### config.mk
export PLATFORM = sky130hd
export DESIGN_NAME = pipe_stall_ctrl
export DESIGN_NICKNAME = d
export VERILOG_FILES = /design/src/rtl/pipe_stall_ctrl.sv
export SDC_FILE = /design/constraint.sdc
export NUM_CORES = 1
export LEC_CHECK = 0
export CAP_MARGIN = 20
export CORE_ASPECT_RATIO = 1.2
export CORE_MARGIN = 5
export CORE_UTILIZATION = 44
export CTS_CLUSTER_SIZE = 10
export DETAILED_ROUTE_END_ITERATION = 16
export PLACE_DENSITY_LB_ADDON = 0.05
export SLEW_MARGIN = 20
export SYNTH_ARGS = -nofsm -noshare
export SYNTH_HDL_FRONTEND = slang
export SYNTH_SLANG_ARGS = --single-unit
### constraint.sdc
create_clock -name clk -period 2.52 [get_ports clk]
set_input_delay 0.504 -clock clk [delete_from_list [all_inputs] [get_ports clk]]
set_output_delay 0.504 -clock clk [all_outputs]
set_load 0.05 [all_outputs]
### src/rtl/pipe_stall_ctrl.sv
// Pipeline stall/flush scheduler: load-use and taken-branch hazards plus a MULT/DIV
// occupancy sequencer, with a saturating count of PC-hold cycles.
module pipe_stall_ctrl #(
  parameter int MULT_CYCLES = 4,
  parameter int DIV_CYCLES  = 32,
  parameter int CNT_W       = 6,
  parameter int PERF_W      = 16
) (
  input  logic              clk,
  input  logic              rst,
  input  logic [4:0]        rs_id,
  input  logic [4:0]        rt_id,
  input  logic [4:0]        rt_ex,
  input  logic              ex_mem_read,
  input  logic              branch_taken,
  input  logic              mdu_start,
  input  logic              mdu_is_div,
  output logic              hold_pc,
  output logic              hold_if,
  output logic              bubble_id,
  output logic              flush_if,
  output logic              mdu_busy,
  output logic              mdu_done,
  output logic [PERF_W-1:0] stall_cycles
);

  // state    | meaning
  // RUN      | normal issue; load-use stall or branch flush decided in-cycle
  // MDU_WAIT | MULT/DIV occupies EX; front end held, ID bubbled
  // MDU_DONE | one-cycle HI/LO writeback pulse; otherwise behaves as RUN
  // ILLEGAL  | unreachable encoding; outputs quiet, returns to RUN
  typedef enum logic [1:0] {
    RUN      = 2'd0,
    MDU_WAIT = 2'd1,
    MDU_DONE = 2'd2,
    ILLEGAL  = 2'd3
  } state_t;

  localparam logic [CNT_W-1:0] MULT_LOAD = CNT_W'(MULT_CYCLES - 1);
  localparam logic [CNT_W-1:0] DIV_LOAD  = CNT_W'(DIV_CYCLES - 1);

  state_t             state_q, state_d;
  logic [CNT_W-1:0]   cnt_q, cnt_d;
  logic [PERF_W-1:0]  stall_cycles_q, stall_cycles_d;
  logic               lu;
  logic               hold;

  assign lu = ex_mem_read && (rt_ex != 5'd0) && ((rt_ex == rs_id) || (rt_ex == rt_id));

  always_comb begin
    state_d  = state_q;
    cnt_d    = cnt_q;
    hold     = 1'b0;
    flush_if = 1'b0;
    mdu_busy = 1'b0;
    mdu_done = 1'b0;
    case (state_q)
      RUN, MDU_DONE: begin
        mdu_done = (state_q == MDU_DONE);
        state_d  = RUN;
        // An issuing MULT/DIV wins over hazards; the ID instruction is re-seen later.
        if (mdu_start) begin
          cnt_d   = mdu_is_div ? DIV_LOAD : MULT_LOAD;
          state_d = MDU_WAIT;
        end else if (lu) begin
          hold = 1'b1;
        end else if (branch_taken) begin
          flush_if = 1'b1;
        end
      end
      MDU_WAIT: begin
        hold     = 1'b1;
        mdu_busy = 1'b1;
        if (cnt_q == '0) state_d = MDU_DONE;
        else             cnt_d   = cnt_q - CNT_W'(1);
      end
      default: begin
        state_d = RUN;
        cnt_d   = '0;
      end
    endcase

    stall_cycles_d = stall_cycles_q;
    if (hold && !(&stall_cycles_q)) stall_cycles_d = stall_cycles_q + PERF_W'(1);
  end

  assign hold_pc      = hold;
  assign hold_if      = hold;
  assign bubble_id    = hold;
  assign stall_cycles = stall_cycles_q;

  always_ff @(posedge clk) begin
    if (rst) begin
      state_q        <= RUN;
      cnt_q          <= '0;
      stall_cycles_q <= '0;
    end else begin
      state_q        <= state_d;
      cnt_q          <= cnt_d;
      stall_cycles_q <= stall_cycles_d;
    end
  end

endmodule

==> flow_metrics.env, run 1 <==
export IMPL_status="complete, no violations"
export IMPL_grt_pass1_wl_mm=6.51
export IMPL_power_density_nw_per_um2=497
export IMPL_crit_arrival_ps=1980
export IMPL_synth_flop_cell="dfxtp_1"
export IMPL_hp_class="register to register"
export IMPL_syn_avg_cell_area_sq_um=8.16
export IMPL_slowest_delay_ps=560
export IMPL_syn_num_nets=202
export IMPL_num_vias=1517
export IMPL_period_share_pct=98.6
export IMPL_clk_latency_ps=260
export IMPL_cts_buffers=3
export IMPL_maxSlewHeadroom_pct=66.4
export IMPL_layout_min_cycle_time_ps=2480
export IMPL_placed_area_sq_um=1950
export IMPL_ff_latch_area_sq_um=480
export IMPL_dieArea_sq_um=4580
export IMPL_first_iter_violations=67
export IMPL_antenna_left=0
export IMPL_drt_wl_total_mm=3.86
export IMPL_drive_above_1_share_pct=16.2
export IMPL_final_area_sq_um=2090
export IMPL_cts_sinks=24
export IMPL_crit_chain="clkdlybuf4s15_1, or4_4, o21ai_2, o41a_1, inv_4, buf_8"
export IMPL_dp_hpwl_mm=2.91
export IMPL_drtPass1Iterations=4
export IMPL_ys_seq_area_share_pct=32.9
export IMPL_drc=0
export IMPL_clock_root_buffer="clkbuf_8"
export IMPL_ys_types=43
export IMPL_fin_total_pwr_w=0.00104
export IMPL_multi_input_area_sq_um=940
export IMPL_first_global_vias=1478
export IMPL_die_y_um=73.1
export IMPL_row_count=23
export IMPL_nets=252
export IMPL_grt_max_degree=22
export IMPL_place_congestion=0.816
export IMPL_yosysTopAreaCell="dfxtp_1"
export IMPL_synth_edf_count=0
export IMPL_gr_usage_all_layers_pct=16.9
export IMPL_ctsLongestPathBuffers=2
export IMPL_ctsHoldBuffers=0
export IMPL_design_core_area_sq_um=3280
export IMPL_area_delta_synth_final_pct=42.8
export IMPL_antenna_found_initial=0
export IMPL_synthTopCellsByCount="24 x dfxtp_1, 18 x nor2_1, 12 x a21oi_1"
export IMPL_power_leakage_nw=0.787
export IMPL_overflow=0
export IMPL_worstPathRequired_ps=2020
export IMPL_cts_clk_slew_worst_paths_ps=80
export IMPL_synth_warnings=0
export IMPL_die_w_um=62.6
export IMPL_wl_per_cell_um=14.6
export IMPL_max_cap_viol_count=0
export IMPL_antennaDiodeCount=0
export IMPL_num_io_pins=43
export IMPL_synth_area_leaders="dfxtp_1 33%, xor2_1 6.0%, nor2_1 4.6%"
export IMPL_final_hold_violation_count=0
export IMPL_yosysMostFrequentCell="dfxtp_1"
export IMPL_drv_slew=0
export IMPL_tightest_slew_ps=503
export IMPL_setup_worst_path_end_class="output pin"
export IMPL_io_buffers=42
export IMPL_synth_area_sq_um=1460
export IMPL_critical_path_max_fanout=4
export IMPL_start_util_pct=44.5
export IMPL_path_class="input port to output pin"
export IMPL_cts_tree="done"
export IMPL_num_fill_cells=287
export IMPL_skew_ps=4.30
export IMPL_async_flop_share_pct=0
export IMPL_slowest_stage="or4_4"
export IMPL_setup_violations=0
export IMPL_syn_inst=179
export IMPL_synth_top_cell_area_share_pct=32.9
export IMPL_critPathLaunchType="input port"
export IMPL_cts_max_level=1
export IMPL_ys_ff_latch=24
export IMPL_timing_fmax_mhz=402
export IMPL_viasPerCell=5.72
export IMPL_vdd_ir_drop_max_v=0.000377
==> through the flow <==
stage	worst slack (ps)	setup TNS, ps	std cells	utilization (%)	hold WS (ps)
5_1_grt	-12.2	-36.0	265	63.6	553
2_1_floorplan	79.3	0	179	-	477
3_3_place_gp	-340	-5040	259	59.6	483
4_1_cts	1.83	0	265	63.3	516
6_report	35.3	0	265	63.6	517
3_5_place_dp	-400	-5990	259	59.6	503
==> cell type report <==
| class | instances | area share (%) |
|---|---|---|
| multi-input cells | 140 | 45.0 |
| clock inverters | 1 | 1.44 |
| inverters | 6 | 1.20 |
| clock buffers | 3 | 1.98 |
| flip-flops and latches | 24 | 23.0 |
| well taps | 37 | 2.22 |
| repair buffers | 54 | 25.1 |
==> placed cells by master (no fill, tap or decap), drive strengths merged, types with 5 or more instances in the layout <==
cell type / instances
nor2b: 8
dfxtp: 24
clkdlybuf4s50: 24
mux2: 5
nor2: 18
inv: 6
xor2: 10
a21oi: 12
nor3: 9
nand2: 9
dlygate4sd2: 11
o21ai: 8
buf: 16
nand3: 9
or4: 7
o31ai: 6
==> sequential cells by signal, indices dropped and copies added (netlist names) <==
register,count
stall_cycles,16
cnt_q,6
state_q,2
==> power breakdown <==
part / leakage (nW) / switching (W) / internal, W / total, W
Clock: 0.0357 / 0.000123 / 0.000212 / 0.000336
Combinational: 0.557 / 0.000161 / 0.000126 / 0.000287
Sequential: 0.195 / 0.0000177 / 0.000396 / 0.000414
==> timing repair <==
action,in CTS,in global routing
resized for setup,27,7
setup buffers,2,0
pin swaps,8,3
setup endpoints to repair,17,13
==> path summary, 6_finish.rpt <==
path	start	end	slack [ps]	cells after the start
max	rt_ex[1]	hold_pc	40	6
min reg2reg	stall_cycles[14]	stall_cycles[14]	520	2
max reg2reg	stall_cycles[3]	stall_cycles[13]	440	6
min	stall_cycles[14]	stall_cycles[14]	520	2
==> worst max-delay path: cells and delay by family <==
family                 cells  cell delay (ps)
AO/OA/AOI/OAI              2              450
buffers and inverters      3              480
AND/OR/NAND/NOR            1              560
==> kinds of logic after synthesis <==
group           synth area share, %
compound gates                 18.6
xor+xnor                       5.99
fa+ha+maj                      1.71
buf+inv                        5.22
flops                          32.9
mux                            3.85
simple gates                   31.8
==> layer usage <==
metal | GRT usage (%) | routed length (um)
met1 | 19.2 | 1610
met4 | 5.42 | 57
met2 | 31.7 | 2040
met5 | 0 | 0
met3 | 3.08 | 153
No activity file was read; power rests on OpenSTA's default activity.
==> run 2, diff against run 1 <==
CORE_MARGIN = default   (was 5)
CORE_UTILIZATION = 47   (was 44)
==> flow_metrics.env, run 2 (synthesis results as in run 1) <==
export IMPL_grt_max_degree=22
export IMPL_antennaDiodeCount=0
export IMPL_skew_ps=8.26
export IMPL_grt_busiest_layer="met2"
export IMPL_cts_sinks=24
export IMPL_max_cap_viol_count=0
export IMPL_overflow=0
export IMPL_multi_input_area_sq_um=925
export IMPL_ff_latch_area_sq_um=480
export IMPL_cts_max_level=1
export IMPL_drive_above_1_share_pct=13.9
export IMPL_r2r_end="stall_cycles[11]"
export IMPL_nets=247
export IMPL_first_iter_violations=31
export IMPL_first_global_vias=1375
export IMPL_ctsHoldBuffers=0
export IMPL_cts_buffers=3
export IMPL_final_common_cell="dfxtp_1"
export IMPL_clock_root_buffer="clkbuf_4"
export IMPL_final_hold_violation_count=0
export IMPL_final_cells=257
export IMPL_num_io_pins=43
export IMPL_grt_pass1_wl_mm=5.73
export IMPL_die_w_um=52.9
export IMPL_crit_arrival_ps=1950
export IMPL_final_cell_mix="24 x dfxtp_1, 22 x clkdlybuf4s50_1, 18 x nor2_1, 12 x a21oi_1"
export IMPL_antenna_found_initial=0
export IMPL_period_share_pct=97.2
export IMPL_rsz0062_at_grt="false"
export IMPL_die_y_um=63.1
export IMPL_start_util_pct=51.0
export IMPL_post_cts_buffers=0
export IMPL_whs_ps=518
export IMPL_critPathLaunchType="input port"
export IMPL_dp_hpwl_mm=2.71
export IMPL_drc=0
export IMPL_path_class="input port to output pin"
export IMPL_crit_end="hold_pc"
export IMPL_maxSlewHeadroom_pct=66.3
export IMPL_drt_wl_total_mm=3.51
export IMPL_power_density_nw_per_um2=478
export IMPL_use_met3_pct=2.90
export IMPL_cts_clk_slew_worst_paths_ps=120
export IMPL_crit_reg2reg_launch="stall_cycles[3]"
export IMPL_crit_path_start="rt_ex[3]"
export IMPL_clk_latency_ps=320
export IMPL_io_buffers=42
export IMPL_power_leakage_nw=0.784
export IMPL_ctsLongestPathBuffers=2
export IMPL_row_count=21
export IMPL_largest_register_ffs=16
export IMPL_worstPathRequired_ps=2020
export IMPL_critical_path_max_fanout=4
export IMPL_dieArea_sq_um=3340
export IMPL_drv_slew=0
export IMPL_crit_chain="clkdlybuf4s15_1, xor2_1, nor3_2, a22oi_2, o41a_1, inv_4, buf_8"
export IMPL_status="complete, no violations"
export IMPL_num_fill_cells=234
export IMPL_reg2reg_depth=7
export IMPL_slowest_delay_ps=440
export IMPL_place_congestion=0.798
export IMPL_tightest_slew_ps=505
export IMPL_design_core_area_sq_um=2860
export IMPL_drtPass1Iterations=4
export IMPL_fin_total_pwr_w=0.000961
export IMPL_gr_usage_all_layers_pct=22.4
export IMPL_timing_fmax_mhz=408
export IMPL_cts_tree="done"
export IMPL_layout_min_cycle_time_ps=2450
export IMPL_setup_violations=0
export IMPL_num_vias=1486
export IMPL_slowest_stage="o41a_1"
export IMPL_viasPerCell=5.78
export IMPL_wl_per_cell_um=13.7
export IMPL_grtUsageMet1_pct=25.4
export IMPL_dp_cells=253
export IMPL_antenna_left=0
export IMPL_gr_usage_met2_pct=40.8
export IMPL_hp_class="register to register"
export IMPL_setup_worst_path_end_class="output pin"
export IMPL_r2r_slack_ps=490
export IMPL_area_delta_synth_final_pct=37.4
export IMPL_vdd_ir_drop_max_v=0.000386
[run 2: worst min path at each step]
stage / startpoint / to / slack [ps] / cells past startpoint
5_1_grt: stall_cycles[14] / stall_cycles[14] / 560 / 2
4_1_cts: stall_cycles[14] / stall_cycles[14] / 520 / 2
3_5_place_dp: stall_cycles[14] / stall_cycles[14] / 490 / 2
6_report: stall_cycles[14] / stall_cycles[14] / 520 / 2
2_1_floorplan: cnt_q[5] / cnt_q[5] / 480 / 2
3_3_place_gp: stall_cycles[7] / stall_cycles[7] / 490 / 2
[run 2: worst max-delay path: cells and delay by family]
kind	cells	cell delay [ps]
AO/OA/AOI/OAI	2	540
buffers and inverters	3	510
XOR/XNOR	1	190
AND/OR/NAND/NOR	1	190
[run 2: what timing repair did]
| action | CTS | global route |
|---|---|---|
| setup endpoints to repair | 10 | 4 |
| resized for setup | 22 | 10 |
| pin swaps | 6 | 7 |
[run 2: power breakdown]
group          internal, W  total, W  switching (W)
Sequential        0.000397  0.000418      0.0000211
Clock             0.000161  0.000276       0.000115
Combinational     0.000114  0.000267       0.000153
[run 2: final cells by class]
class                      count  area share [%]
multi-input combinational    140            46.0
tap                           34            2.12
timing repair buffer          49            24.0
clock inverter                 1            1.50
clock buffer                   3            1.12
sequential                    24            23.9
inverter                       6            1.25
[run 2: metal layers]
metal / vias to the layer above / routed length (um) / share of wire (%)
met2: 31 / 1880 / 54
met3: 6 / 105 / 3.0
met4: 0 / 56 / 1.6
met1: 703 / 1470 / 42
met5: - / 0 / 0
li1: 746 / - / -
[run 2: per-stage QoR]
step / setup slack [ps] / setup TNS [ps] / instance area [sq um] / utilization [%]
final: 69.4 / 0 / 2010 / 70.1
after global routing: 3.93 / 0 / 2010 / 70.1
after CTS: 6.05 / 0 / 1990 / 69.6
after detailed placement: -400 / -5730 / 1930 / 67.3
after global placement: -335 / -4370 / 1930 / 67.3
after floorplan: 79.3 / 0 / 1460 / -
